## src/rtl/stage_controller_configurable_pkg.sv

```systemverilog
// Shared encodings for the decoding stage controller: broadcast stage values,
// host protocol bytes and the layout of the result report.
package stage_controller_configurable_pkg;

    localparam int STAGE_WIDTH = 3;

    localparam logic [STAGE_WIDTH-1:0] STAGE_IDLE                  = 3'd0;
    localparam logic [STAGE_WIDTH-1:0] STAGE_PARAMETERS_LOADING    = 3'd1;
    localparam logic [STAGE_WIDTH-1:0] STAGE_MEASUREMENT_PREPARING = 3'd2;
    localparam logic [STAGE_WIDTH-1:0] STAGE_MEASUREMENT_LOADING   = 3'd3;
    localparam logic [STAGE_WIDTH-1:0] STAGE_GROW                  = 3'd4;
    localparam logic [STAGE_WIDTH-1:0] STAGE_MERGE                 = 3'd5;
    localparam logic [STAGE_WIDTH-1:0] STAGE_PEELING               = 3'd6;
    localparam logic [STAGE_WIDTH-1:0] STAGE_RESULT_VALID          = 3'd7;

    localparam logic [7:0] START_DECODING_MSG      = 8'h01;
    localparam logic [7:0] MEASUREMENT_DATA_HEADER = 8'h02;
    localparam logic [7:0] RESULT_HEADER_MSG       = 8'hA5;

    localparam int REPORT_LENGTH = 7;

    // Fields carried by one result report (header byte is implicit).
    typedef struct packed {
        logic [7:0]  status;
        logic [7:0]  iterations;
        logic [31:0] cycles;
    } report_fields_t;

endpackage

```

## src/rtl/stage_controller_configurable_result_report_serializer.sv

```systemverilog
// Streams the 7-byte result report over a valid/ready byte interface.
// Fields are captured on start so they stay stable however long the host stalls.
module result_report_serializer
    import stage_controller_configurable_pkg::*;
(
    input  logic           clk,
    input  logic           reset,
    input  logic           start,
    input  report_fields_t fields,
    output logic [7:0]     output_data,
    output logic           output_valid,
    input  logic           output_ready,
    output logic           done
);

    localparam int                  IDX_WIDTH = $clog2(REPORT_LENGTH);
    localparam logic [IDX_WIDTH-1:0] LAST_IDX = IDX_WIDTH'(REPORT_LENGTH - 1);

    report_fields_t        fields_q;
    logic [IDX_WIDTH-1:0]  byte_idx;
    logic                  active;

    // Capture fields on start, advance the byte index only on a completed handshake.
    always_ff @(posedge clk or negedge reset) begin
        if (!reset) begin
            fields_q <= '0;
            byte_idx <= '0;
            active   <= 1'b0;
        end else if (start) begin
            fields_q <= fields;
            byte_idx <= '0;
            active   <= 1'b1;
        end else if (active && output_ready) begin
            if (byte_idx == LAST_IDX) begin
                active <= 1'b0;
            end else begin
                byte_idx <= byte_idx + 1'b1;
            end
        end
    end

    assign output_valid = active;
    assign done         = active && output_ready && (byte_idx == LAST_IDX);

    // Byte order: header, status, iterations, cycle count little-endian.
    always_comb begin
        output_data = 8'h00;
        case (byte_idx)
            3'd0:    output_data = RESULT_HEADER_MSG;
            3'd1:    output_data = fields_q.status;
            3'd2:    output_data = fields_q.iterations;
            3'd3:    output_data = fields_q.cycles[7:0];
            3'd4:    output_data = fields_q.cycles[15:8];
            3'd5:    output_data = fields_q.cycles[23:16];
            3'd6:    output_data = fields_q.cycles[31:24];
            default: output_data = 8'h00;
        endcase
    end

endmodule

```

## src/rtl/stage_controller_configurable.sv

```systemverilog
// Decoding stage controller: loads runtime parameters and syndrome rounds from
// the host byte stream, sequences GROW/MERGE/PEELING across the PE array with a
// configurable settle delay and iteration timeout, then streams a result report.
module stage_controller_configurable
    import stage_controller_configurable_pkg::*;
#(
    parameter int GRID_WIDTH_X            = 3,
    parameter int GRID_WIDTH_Z            = 2,
    parameter int GRID_WIDTH_U            = 3,
    parameter int ITERATION_COUNTER_WIDTH = 8,
    parameter int MAX_ITERATIONS          = 200,
    parameter int MAXIMUM_DELAY           = 7,
    localparam int PU_PER_ROUND           = GRID_WIDTH_X * GRID_WIDTH_Z,
    localparam int PU_COUNT               = PU_PER_ROUND * GRID_WIDTH_U,
    localparam int BYTES_PER_ROUND        = (PU_PER_ROUND + 7) / 8,
    localparam int ALIGNED_PU_PER_ROUND   = BYTES_PER_ROUND * 8,
    localparam int ROUND_WIDTH            = $clog2(GRID_WIDTH_U + 1)
)(
    input  logic                            clk,
    input  logic                            reset,
    input  logic [7:0]                      input_data,
    input  logic                            input_valid,
    output logic                            input_ready,
    output logic [7:0]                      output_data,
    output logic                            output_valid,
    input  logic                            output_ready,
    input  logic [PU_COUNT-1:0]             busy_PE,
    input  logic [PU_COUNT-1:0]             odd_clusters_PE,
    output logic [ALIGNED_PU_PER_ROUND-1:0] measurements,
    output logic [ROUND_WIDTH-1:0]          measurement_round,
    output logic [STAGE_WIDTH-1:0]          global_stage
);

    localparam int BYTE_CNT_WIDTH = (BYTES_PER_ROUND > 1) ? $clog2(BYTES_PER_ROUND) : 1;
    localparam int DELAY_WIDTH    = (MAXIMUM_DELAY > 0) ? $clog2(MAXIMUM_DELAY + 1) : 1;
    localparam int ICW            = ITERATION_COUNTER_WIDTH;

    localparam logic [BYTE_CNT_WIDTH-1:0] LAST_BYTE = BYTE_CNT_WIDTH'(BYTES_PER_ROUND - 1);

    logic [STAGE_WIDTH-1:0]          stage;
    logic                            busy_r;
    logic                            odd_r;
    logic [7:0]                      rounds_cfg;
    logic [DELAY_WIDTH-1:0]          delay_cfg;
    logic                            param_idx;
    logic [BYTE_CNT_WIDTH-1:0]       byte_cnt;
    logic [DELAY_WIDTH-1:0]          delay_cnt;
    logic [ICW-1:0]                  iter_cnt;
    logic [31:0]                     cycle_cnt;
    logic                            timeout_flag;
    logic                            odd_at_exit;
    logic                            report_start;
    logic                            report_done;
    logic                            in_fire;
    logic                            delay_done;
    logic [7:0]                      round_plus1;
    logic [ALIGNED_PU_PER_ROUND-1:0] meas_shifted;
    report_fields_t                  report_fields;

    assign global_stage = stage;
    assign input_ready  = (stage == STAGE_IDLE) || (stage == STAGE_PARAMETERS_LOADING) ||
                          (stage == STAGE_MEASUREMENT_PREPARING);
    assign in_fire      = input_valid && input_ready;
    assign delay_done   = (delay_cnt >= delay_cfg);
    assign round_plus1  = 8'(measurement_round) + 8'd1;

    // New bytes enter at the top of the round word; older bytes move toward bit 0.
    always_comb begin
        meas_shifted = measurements >> 8;
        meas_shifted[ALIGNED_PU_PER_ROUND-1 -: 8] = input_data;
    end

    // OR-reduced PE flags, registered; this covers the first settle cycle.
    always_ff @(posedge clk or negedge reset) begin
        if (!reset) begin
            busy_r <= 1'b0;
            odd_r  <= 1'b0;
        end else begin
            busy_r <= |busy_PE;
            odd_r  <= |odd_clusters_PE;
        end
    end

    // Main stage sequencer with its configuration and counters.
    always_ff @(posedge clk or negedge reset) begin
        if (!reset) begin
            stage             <= STAGE_IDLE;
            rounds_cfg        <= 8'(GRID_WIDTH_U);
            delay_cfg         <= DELAY_WIDTH'(MAXIMUM_DELAY);
            param_idx         <= 1'b0;
            byte_cnt          <= '0;
            delay_cnt         <= '0;
            iter_cnt          <= '0;
            cycle_cnt         <= '0;
            timeout_flag      <= 1'b0;
            odd_at_exit       <= 1'b0;
            report_start      <= 1'b0;
            measurements      <= '0;
            measurement_round <= '0;
        end else begin
            report_start <= 1'b0;
            if (((stage == STAGE_GROW) || (stage == STAGE_MERGE) || (stage == STAGE_PEELING)) &&
                (cycle_cnt != 32'hFFFF_FFFF)) begin
                cycle_cnt <= cycle_cnt + 32'd1;
            end
            case (stage)
                STAGE_IDLE: begin
                    if (in_fire) begin
                        if (input_data == START_DECODING_MSG) begin
                            stage     <= STAGE_PARAMETERS_LOADING;
                            param_idx <= 1'b0;
                        end else if (input_data == MEASUREMENT_DATA_HEADER) begin
                            stage             <= STAGE_MEASUREMENT_PREPARING;
                            measurement_round <= '0;
                            byte_cnt          <= '0;
                        end
                    end
                end
                STAGE_PARAMETERS_LOADING: begin
                    if (in_fire) begin
                        if (!param_idx) begin
                            if (input_data == 8'd0)
                                rounds_cfg <= 8'd1;
                            else if (input_data > 8'(GRID_WIDTH_U))
                                rounds_cfg <= 8'(GRID_WIDTH_U);
                            else
                                rounds_cfg <= input_data;
                            param_idx <= 1'b1;
                        end else begin
                            if (input_data > 8'(MAXIMUM_DELAY))
                                delay_cfg <= DELAY_WIDTH'(MAXIMUM_DELAY);
                            else
                                delay_cfg <= DELAY_WIDTH'(input_data);
                            stage <= STAGE_IDLE;
                        end
                    end
                end
                STAGE_MEASUREMENT_PREPARING: begin
                    if (in_fire) begin
                        measurements <= meas_shifted;
                        if (byte_cnt == LAST_BYTE) begin
                            byte_cnt <= '0;
                            stage    <= STAGE_MEASUREMENT_LOADING;
                        end else begin
                            byte_cnt <= byte_cnt + 1'b1;
                        end
                    end
                end
                STAGE_MEASUREMENT_LOADING: begin
                    measurement_round <= measurement_round + 1'b1;
                    iter_cnt          <= '0;
                    cycle_cnt         <= '0;
                    timeout_flag      <= 1'b0;
                    odd_at_exit       <= 1'b0;
                    stage <= (round_plus1 < rounds_cfg) ? STAGE_MEASUREMENT_PREPARING : STAGE_GROW;
                end
                STAGE_GROW: begin
                    iter_cnt  <= iter_cnt + 1'b1;
                    delay_cnt <= '0;
                    stage     <= STAGE_MERGE;
                end
                STAGE_MERGE: begin
                    if (!delay_done) begin
                        delay_cnt <= delay_cnt + 1'b1;
                    end else if (!busy_r) begin
                        if (!odd_r) begin
                            delay_cnt <= '0;
                            stage     <= STAGE_PEELING;
                        end else if (iter_cnt < ICW'(MAX_ITERATIONS)) begin
                            stage <= STAGE_GROW;
                        end else begin
                            // Still odd after the iteration budget: report without peeling.
                            timeout_flag <= 1'b1;
                            odd_at_exit  <= 1'b1;
                            report_start <= 1'b1;
                            stage        <= STAGE_RESULT_VALID;
                        end
                    end
                end
                STAGE_PEELING: begin
                    if (!delay_done) begin
                        delay_cnt <= delay_cnt + 1'b1;
                    end else if (!busy_r) begin
                        odd_at_exit  <= odd_r;
                        report_start <= 1'b1;
                        stage        <= STAGE_RESULT_VALID;
                    end
                end
                STAGE_RESULT_VALID: begin
                    if (report_done) begin
                        measurement_round <= '0;
                        stage             <= STAGE_IDLE;
                    end
                end
                default: stage <= STAGE_IDLE;
            endcase
        end
    end

    assign report_fields.status     = {6'b0, odd_at_exit, timeout_flag};
    assign report_fields.iterations = 8'(iter_cnt);
    assign report_fields.cycles     = cycle_cnt;

    result_report_serializer u_report (
        .clk          (clk),
        .reset        (reset),
        .start        (report_start),
        .fields       (report_fields),
        .output_data  (output_data),
        .output_valid (output_valid),
        .output_ready (output_ready),
        .done         (report_done)
    );

endmodule

```

## config.mk

```make
export PLATFORM = sky130hd
export DESIGN_NAME = stage_controller_configurable
export DESIGN_NICKNAME = d
export VERILOG_FILES = /design/src/rtl/stage_controller_configurable_pkg.sv /design/src/rtl/stage_controller_configurable_result_report_serializer.sv /design/src/rtl/stage_controller_configurable.sv
export SDC_FILE = /design/constraint.sdc
export NUM_CORES = 1
export LEC_CHECK = 0
export CAP_MARGIN = 20
export CORE_MARGIN = 2
export CORE_UTILIZATION = 45
export CTS_CLUSTER_SIZE = 25
export DETAILED_ROUTE_END_ITERATION = 7
export PLACE_DENSITY = 0.7
export RECOVER_POWER = 50
export SETUP_SLACK_MARGIN = 0.4
export SYNTH_ARGS = -nofsm -noshare
export SYNTH_HDL_FRONTEND = slang
export SYNTH_HIERARCHICAL = 1
export SYNTH_SLANG_ARGS = --single-unit
export TNS_END_PERCENT = 5
```

## constraint.sdc

```tcl
create_clock -name clk -period 1.95 [get_ports clk]
set_input_delay 0.39 -clock clk [delete_from_list [all_inputs] [get_ports clk]]
set_output_delay 0.39 -clock clk [all_outputs]
set_load 0.05 [all_outputs]
```

Yosys cells after proc, flatten, opt, wreduce, memory -nomap -nowiden
Index checks and enable logic that the tools add are counted.
W data, S select, Z words.
Storage, ports and cells
  register bits after elaboration: 120
  input port bits: 48
  output and inout port bits: 23
Operators by class
  add/subtract/negate cells: 7
  order comparisons: 5
  eq/ne operators: 36
  muxes and demuxes: 64
  bitwise logic cells: 1
  reductions and logical operators: 35
Operators by type and width (count)
  $mux W32: 2
  $mux W3: 21
  $pmux W8 S7: 1
  $reduce_or A18 Y1: 2
  $add A32 B1 Y32 const B: 1
  $ne A32 B32 Y1 const B: 1
  $ne A2 B2 Y1 const B: 15
  $pmux W3 S8: 1
  $mux W1: 23
  $eq A3 B3 Y1 const B: 7
  $mux W8: 2
  $pmux W8 S2: 1
  $reduce_and A5 Y1: 3
  $reduce_bool A2 Y1: 7
  $eq A3 B2 Y1 const B: 4
  $mux W2: 6
  $reduce_and A11 Y1: 1
  $pmux W3 S3: 1
  $reduce_bool A3 Y1: 3
  $add A8 B1 Y8 const B: 1
  $eq A8 B1 Y1 const B: 1
  $eq A8 B2 Y1 const B: 1
  $gt A8 B2 Y1 const B: 1
  $gt A8 B3 Y1 const B: 1
  other kinds (23): 41

Depth between registers and ports, before layout
Gate-level depths: netlist of the first run.
  depth in word-level cells: 6
  mapped depth: 10
  mapped depth without buffers: 9

Cells and area by module
The synthesis of the first run kept the hierarchy.
Modules (own cells, without submodules)
  stage_controller_configurable: times used 1, cells each 428, area an instance 3993.8 µm²
  result_report_serializer: times used 1, cells each 178, area an instance 2389.8 µm²

Least setup slack after synthesis of the first run
OpenSTA, ideal clock, no wires.
  kind: register to output
  from: register stage[2], in the netlist global_stage[2]
  to: output port input_ready
  data arrival time: 1.909 ns
  data required time: 1.560 ns
  slack: -0.349 ns
  stages on the path, launching flop included: 5
  path through: dfrtp_1 -> clkbuf_1 -> buf_1 -> clkbuf_1 -> nor2_1
On the way
  longest elaborated chain between the ends: 3
Ends and longest elaborated chain
  from (decl): line stage_controller_configurable.sv:40  | logic [STAGE_WIDTH-1:0] stage;
  from (signal assigned): line stage_controller_configurable.sv:155  | stage <= (round_plus1 < rounds_cfg) ? STAGE_MEASUREMENT_PREPARING : STAGE_GROW;
  $eq A3 B1 Y1 / $logic_not A3 Y1 (equally long branches): line stage_controller_configurable.sv:61  | assign input_ready = (stage == STAGE_IDLE) || (stage == STAGE_PARAMETERS_LOADING) ||
  $logic_or A1 B1 Y1: line stage_controller_configurable.sv:61
  $logic_or A1 B1 Y1 *: line stage_controller_configurable.sv:61
  to (decl): line stage_controller_configurable.sv:23  | output logic input_ready,
Every way passes the cells marked *; elsewhere a longest branch is shown, timed or not.

Worst setup path in the final report of the first run
  from: register u_report.byte_idx[0]
  to: output port output_data[6]
On the way
  longest elaborated chain between the ends: 2
Ends and longest elaborated chain
  from (decl): line stage_controller_configurable_result_report_serializer.sv:20  | logic [IDX_WIDTH-1:0] byte_idx;
  from (signal assigned): line stage_controller_configurable_result_report_serializer.sv:37  | byte_idx <= byte_idx + 1'b1;
  $eq A3 B3 Y1 (tied with other cells): line stage_controller_configurable_result_report_serializer.sv:48  | case (byte_idx)
  $pmux W8 S7 *: line stage_controller_configurable_result_report_serializer.sv:48
  to (decl): line stage_controller_configurable.sv:24  | output logic [7:0] output_data,
Marked as above.

==> summary.md, run 1 <==
| Metric | Value |
|---|---|
| Routed WL | 17800 um |
| Vias/cell | 5.81 |
| Synth Area per Inst | 10.5 sq um |
| P_leak | 0.00424 uW |
| Most common flop cell mapped by yosys | dfrtp_1 |
| Synth Instances | 606 |
| FF-to-FF Start | cycle_cnt[12]$_DFFE_PN0P_ |
| Ys async rst share | 1.00 |
| Sequential share of the synthesized area | 0.491 |
| DP HPWL | 12600 um |
| Area Overhead vs Synth | 44.1% |
| CP Capture Type | primary output |
| Pre-antenna DRT Iters | 5 |
| Dpl cells | 935 |
| Clock slew at reported path FFs | 0.06 ns |
| Most common cell after layout, fill and taps aside | dfrtp_1 |
| CP required | 1.56 ns |
| Clock sinks | 125 |
| Remaining routing DRC violations | 0 |
| Dpl cell area | 8130 sq um |
| Worst slew pin tran | 0.759 ns |
| VDD IR-drop max | 0.000572 V |
| GPL Wtd Cong | 0.928 |
| # fillers | 1022 |
| CP max stage cell | dfrtp_1 |
| Post-synth EDFFs | 0 |
| Hold wc startpoint | u_report/fields_q[27]$_DFFE_PN0P_ |
| Crit path cell chain | buf_6 > ha_4 > ha_4 > a32o_2 > a221o_2 > buf_8 |
| Minimum clock period | 2.37 ns |
| Vias | 5625 |
| Initial antenna violation count | 0 |
| Setup violations, final | 13 |
| WHS Path Cells | 1 |
| Clk_skew | 0.00793 ns |
| Kind of critical path | reg -> out |
| Reg2reg path depth | 6 |
| Worst-skew pair later-pin latency | 0.42 ns |
| Initial Utilization | 0.460 |
| Rel. slew slack | 0.494 |
| Critical-path maximum fanout | 4 |
| Most frequent cells in the layout | dfrtp_1, buf_4, mux2_1 |
| Die height | 123 um |
| Design Area, Final | 9200 sq um |
| Nets | 837 |
| Max clock buf depth | 2 |
| Worst hold path type | reg -> reg |
| I/O pin count | 71 |
| Tot Pwr | 7570 uW |
| Yosys warns | 6 |
| Die Area | 15200 sq um |
| Core Rows | 43 |
| FF-to-FF setup slack | -0.03 ns |
| Crit-path most repeated cell | ha_4 |
| Count of final max-slew check failures | 0 |
| GR Util All Layers | 0.248 |
| Distinct cells, synth | 62 |
| RSZ-0062 raised after global routing | true |
| GR Overflow Total | 0 |
| First-pass GRT wire length | 28800 um |
| Max cap viols | 0 |
| Width of the die | 123 um |
| Vias in the first global route | 5774 |
| Post-CTS Setup Bufs | 0 |
| H-tree levels | 4 |
| CTS tree | built |
| Outcome | complete, but fails checks |
| Critical Path Source Type | flop |
| Clk Tree Root Cell | clkbuf_16 |
| Fraction of layout cells with a size suffix above 1 | 0.349 |
| R2r endpoint | cycle_cnt[30]$_DFFE_PN0P_ |
| Slack of the critical path | -0.418 ns |
| Failing checks | setup timing |
| CP arrival | 1.98 ns |
| Final ANT Viol Nets | 0 |
| CP max stage delay | 0.39 ns |
| Final Hold Viols | 0 |
| Synth Register Bits | 125 |
| WL per Instance | 18.4 um |
| Hold_ws | 0.477 ns |
| Fmax | 422 MHz |
| Cell area after synthesis | 6380 sq um |
| P per Cell Area | 823 nW/um^2 |
| Hold path endpoint | u_report/fields_q[27]$_DFFE_PN0P_ |
| Core area | 13900 sq um |
| Tcrit/Tclk final | 1.21 |
| Ant diodes | 0 |
| Largest net degree at the start of global routing | 61 |
| IO Port Bufs | 70 |
| Finished Layout Cells | 968 |
| Drt initial violations | 472 |
| TNS Setup | -2.78 ns |
| Total clock buffers created by CTS | 17 |
==> how the worst max path moves through the flow <==
stage	start	end	slack (ns)	cells after the start
floorplan	cycle_cnt[8]$_DFFE_PN0P_	cycle_cnt[19]$_DFFE_PN0P_	-0.05	6
global placement	input_data[5]	global_stage[1]$_DFFE_PN0P_	-0.33	7
detailed placement	input_data[5]	global_stage[1]$_DFFE_PN0P_	-0.29	7
CTS	u_report/byte_idx[0]$_DFFE_PN0P_	output_data[6]	-0.44	6
global route	u_report/byte_idx[0]$_DFFE_PN0P_	output_data[1]	-0.47	6
finish	u_report/byte_idx[0]$_DFFE_PN0P_	output_data[6]	-0.42	6
==> cells by family after synthesis <==
family	Yosys count	synth area share
AO/OA/AOI/OAI	134	0.137
XOR/XNOR	4	0.00549
adder cells (fa/ha/maj)	14	0.0274
buffers and inverters	46	0.0306
flip-flops	125	0.491
multiplexers	78	0.137
other	1	0.000587
AND/OR/NAND/NOR	204	0.171
==> final cells by class <==
cell class / count / area [sq um] / share of cell area
tap: 180 / 225 / 0.0245
sequential: 125 / 3150 / 0.342
multi-input combinational: 440 / 3610 / 0.392
clock inverter: 12 / 96.3 / 0.0105
timing repair buffer: 176 / 1600 / 0.174
inverter: 15 / 61.3 / 0.00666
clock buffer: 20 / 457 / 0.0496
==> what timing repair did <==
action / in CTS / in global routing
setup endpoints to repair: 88 / 83
hold buffers: 1 / 0
gates resized for setup: 124 / 54
endpoints found under the hold margin: 21 / 0
pin swaps: 43 / 52
==> flip-flops by register name, indices dropped and copies added, names as in the netlist <==
signal	count
report_start	1
u_report/fields_q	48
cycle_cnt	32
measurements	8
u_report/output_valid	1
u_report/byte_idx	3
timeout_flag	1
odd_r	1
odd_at_exit	1
delay_cfg	3
iter_cnt	8
param_idx	1
rounds_cfg	8
busy_r	1
delay_cnt	3
global_stage	3
measurement_round	2
==> per-layer routing <==
layer | part of all wire | up-vias | track usage | wire (um)
li1 | - | 2612 | - | -
met4 | 0.015 | 0 | 0.0852 | 263
met1 | 0.44 | 2832 | 0.330 | 7900
met3 | 0.044 | 29 | 0.0512 | 789
met5 | 0 | - | 0 | 0
met2 | 0.50 | 152 | 0.405 | 8810
==> critical path: cells and delay by family (launching register included) <==
family,cells,cell delay (ns)
flip-flops,1,0.39
buffers and inverters,2,0.30
AO/OA/AOI/OAI,2,0.55
adder cells (fa/ha/maj),2,0.32
==> cell usage after synthesis, types with 5 or more instances <==
cell | count | share of area
dfrtp_1 | 120 | 0.47
mux2_1 | 56 | 0.099
nand2_1 | 51 | 0.030
a21oi_1 | 34 | 0.027
nor2_1 | 27 | 0.016
nand3_1 | 23 | 0.018
o21ai_0 | 23 | 0.018
nand4_1 | 18 | 0.018
or4_1 | 16 | 0.019
clkbuf_1 | 15 | 0.0088
mux2_2 | 15 | 0.026
a31oi_1 | 14 | 0.014
ha_1 | 14 | 0.027
inv_1 | 14 | 0.0082
buf_2 | 12 | 0.0094
nor2b_1 | 12 | 0.012
or3_1 | 12 | 0.012
o31ai_1 | 10 | 0.012
and3_1 | 9 | 0.0088
nor3_1 | 9 | 0.0071
nor4_1 | 8 | 0.0078
mux2i_1 | 6 | 0.0094
o21ai_1 | 6 | 0.0047
and4_1 | 5 | 0.0069
dfstp_2 | 5 | 0.021
==> power breakdown <==
group	leakage, uW	switching [uW]	internal [uW]
Clock	0.000271	1140	1800
Combinational	0.00230	847	788
Sequential	0.00167	218	2770
Total	0.00424	2210	5360
==> stage by stage <==
step                      worst slack, ns  utilization
after detailed placement           -0.288        0.586
after CTS                          -0.439        0.652
final                              -0.418        0.663
after floorplan                   -0.0524            -
after global routing               -0.471        0.663
after global placement             -0.331        0.586
Note: power is estimated with default switching activity, not from simulation.
==> run 2, diff against run 1 <==
CORE_MARGIN = unset   (was 2)
==> run 2 against run 1 <==
  * The flow still finishes with violations (setup timing)
  * Via count up 0.92%
  * Design area increased by 1.5%
  * Critical path depth stayed put
  * Clock-buffer cell count is 3 higher
  * Non-clock buffer count is 3 higher
  * Total power grew 2.3%
  * Sequential cell count stayed put
==> summary.md, run 2 (synthesis results as in run 1) <==
| Metric | Value |
|---|---|
| Outcome | complete, but fails checks |
| Failing checks | setup timing |
| First-pass GRT wire length | 28700 um |
| Vias | 5677 |
| Vias in the first global route | 5623 |
| Dpl cell area | 8100 sq um |
| # fillers | 1044 |
| Most common cell after layout, fill and taps aside | dfrtp_1 |
| Ant diodes | 0 |
| Crit path cell chain | buf_12 > inv_8 > ha_4 > a32o_2 > a221o_2 > buf_8 |
| RSZ-0062 raised after global routing | true |
| Initial Utilization | 0.460 |
| DP HPWL | 12400 um |
| Largest net degree at the start of global routing | 53 |
| Routed WL | 18200 um |
| GR Util All Layers | 0.257 |
| Fraction of layout cells with a size suffix above 1 | 0.364 |
| Max cap viols | 0 |
| Drt initial violations | 532 |
| Final Hold Viols | 0 |
| Slack of the critical path | -0.410 ns |
| Place WS | -0.293 ns |
| Nets | 840 |
| Clock slew at reported path FFs | 0.06 ns |
| Core area | 13900 sq um |
| Max clock buf depth | 2 |
| WL per Instance | 18.7 um |
| Most frequent cells in the layout | dfrtp_1, buf_4, mux2_1 |
| WP buf/inv | 3 |
| Worst-skew pair later-pin latency | 0.42 ns |
| Area Overhead vs Synth | 46.3% |
| CP max stage cell | dfrtp_2 |
| Worst hold path type | in -> reg |
| Initial antenna violation count | 0 |
| IO Port Bufs | 70 |
| Vias/cell | 5.85 |
| Fmax | 424 MHz |
| Tcrit/Tclk final | 1.21 |
| Remaining routing DRC violations | 0 |
| Pre-antenna DRT Iters | 5 |
| Top Registers | u_report/fields_q: 48 flops, cycle_cnt: 32 flops |
| P per Cell Area | 829 nW/um^2 |
| GR Overflow Total | 0 |
| Critical Path Source Type | flop |
| Worst slew pin tran | 0.764 ns |
| CP arrival | 1.97 ns |
| P_leak | 0.00428 uW |
| Max FFs per register | 48 |
| Kind of critical path | reg -> out |
| Clock sinks | 125 |
| I/O pin count | 71 |
| CTS tree | built |
| Tot Pwr | 7740 uW |
| VDD IR-drop max | 0.000616 V |
| Width of the die | 121 um |
| Clk_skew | 0.00842 ns |
| Most flops, register | u_report/fields_q |
| Cell family with most CP delay | compound AO/OA/AOI/OAI gates |
| Rel. slew slack | 0.491 |
| Setup violations, final | 12 |
| Critical-path maximum fanout | 6 |
| GPL Wtd Cong | 0.870 |
| Final ANT Viol Nets | 0 |
| Count of final max-slew check failures | 0 |
| Die Area | 14700 sq um |
| H-tree levels | 4 |
| CP Capture Type | primary output |
| Die height | 121 um |
| Design Area, Final | 9340 sq um |
| CP max stage delay | 0.46 ns |
| Clk Tree Root Cell | clkbuf_16 |
| Total clock buffers created by CTS | 17 |
| Core Rows | 43 |
| Minimum clock period | 2.36 ns |
| CP required | 1.56 ns |
[run 2: layout make-up]
cell class                      count  area [sq um]  share of cell area
Inverter                           15          63.8             0.00683
Clock buffer                       23           498              0.0533
Multi-Input combinational cell    440          3620               0.387
Sequential cell                   125          3150               0.337
Timing Repair Buffer              179          1680               0.180
Clock inverter                      9           108              0.0115
Tap cell                          180           225              0.0241
[run 2: path summary, 6_finish.rpt]
kind | from | end | slack (ns) | depth (start not counted)
max reg2reg | u_report/byte_idx[2]$_DFFE_PN0P_ | global_stage[1]$_DFFE_PN0P_ | -0.13 | 9
max in group asynchronous | reset | u_report/byte_idx[2]$_DFFE_PN0P_ | 0.23 | 3
min in group asynchronous | reset | odd_at_exit$_DFFE_PN0P_ | 0.63 | 2
min reg2reg | u_report/fields_q[0]$_DFFE_PN0P_ | u_report/fields_q[0]$_DFFE_PN0P_ | 0.49 | 1
min | input_data[6] | measurements[6]$_DFFE_PN0P_ | 0.39 | 2
max | u_report/byte_idx[2]$_DFFE_PN0P_ | output_data[6] | -0.41 | 6
[run 2: power by group]
group          leakage [uW]  internal [uW]  switching [uW]
Clock              0.000296           2050            1150
Sequential          0.00167           2770             234
Combinational       0.00232            750             782
Total               0.00428           5570            2170
[run 2: timing repair]
action / 4_1_cts / 5_1_grt
endpoints found under the setup margin: 93 / 79
gates cloned: 2 / 0
pin swaps: 36 / 48
buffers inserted: 5 / 0
hold buffers: 1 / 0
hold endpoints to repair: 26 / 0
resized for setup: 116 / 80
[run 2: routing by layer]
| metal | wire length (um) | global-route usage | share of wire |
|---|---|---|---|
| met5 | 0 | 0 | 0 |
| met4 | 277 | 0.0787 | 0.015 |
| met1 | 7850 | 0.341 | 0.43 |
| met3 | 956 | 0.0569 | 0.053 |
| met2 | 9100 | 0.418 | 0.50 |
[run 2: stage by stage]
stage	instances	hold WS (ns)	utilization	setup TNS, ns
5_1_grt	971	0.389	0.673	-4.18
3_5_place_dp	931	0.359	0.583	-2.71
2_1_floorplan	611	0.0944	-	-0.363
3_3_place_gp	931	0.359	0.583	-1.98
6_report	971	0.393	0.673	-3.03
4_1_cts	971	0.384	0.656	-2.99
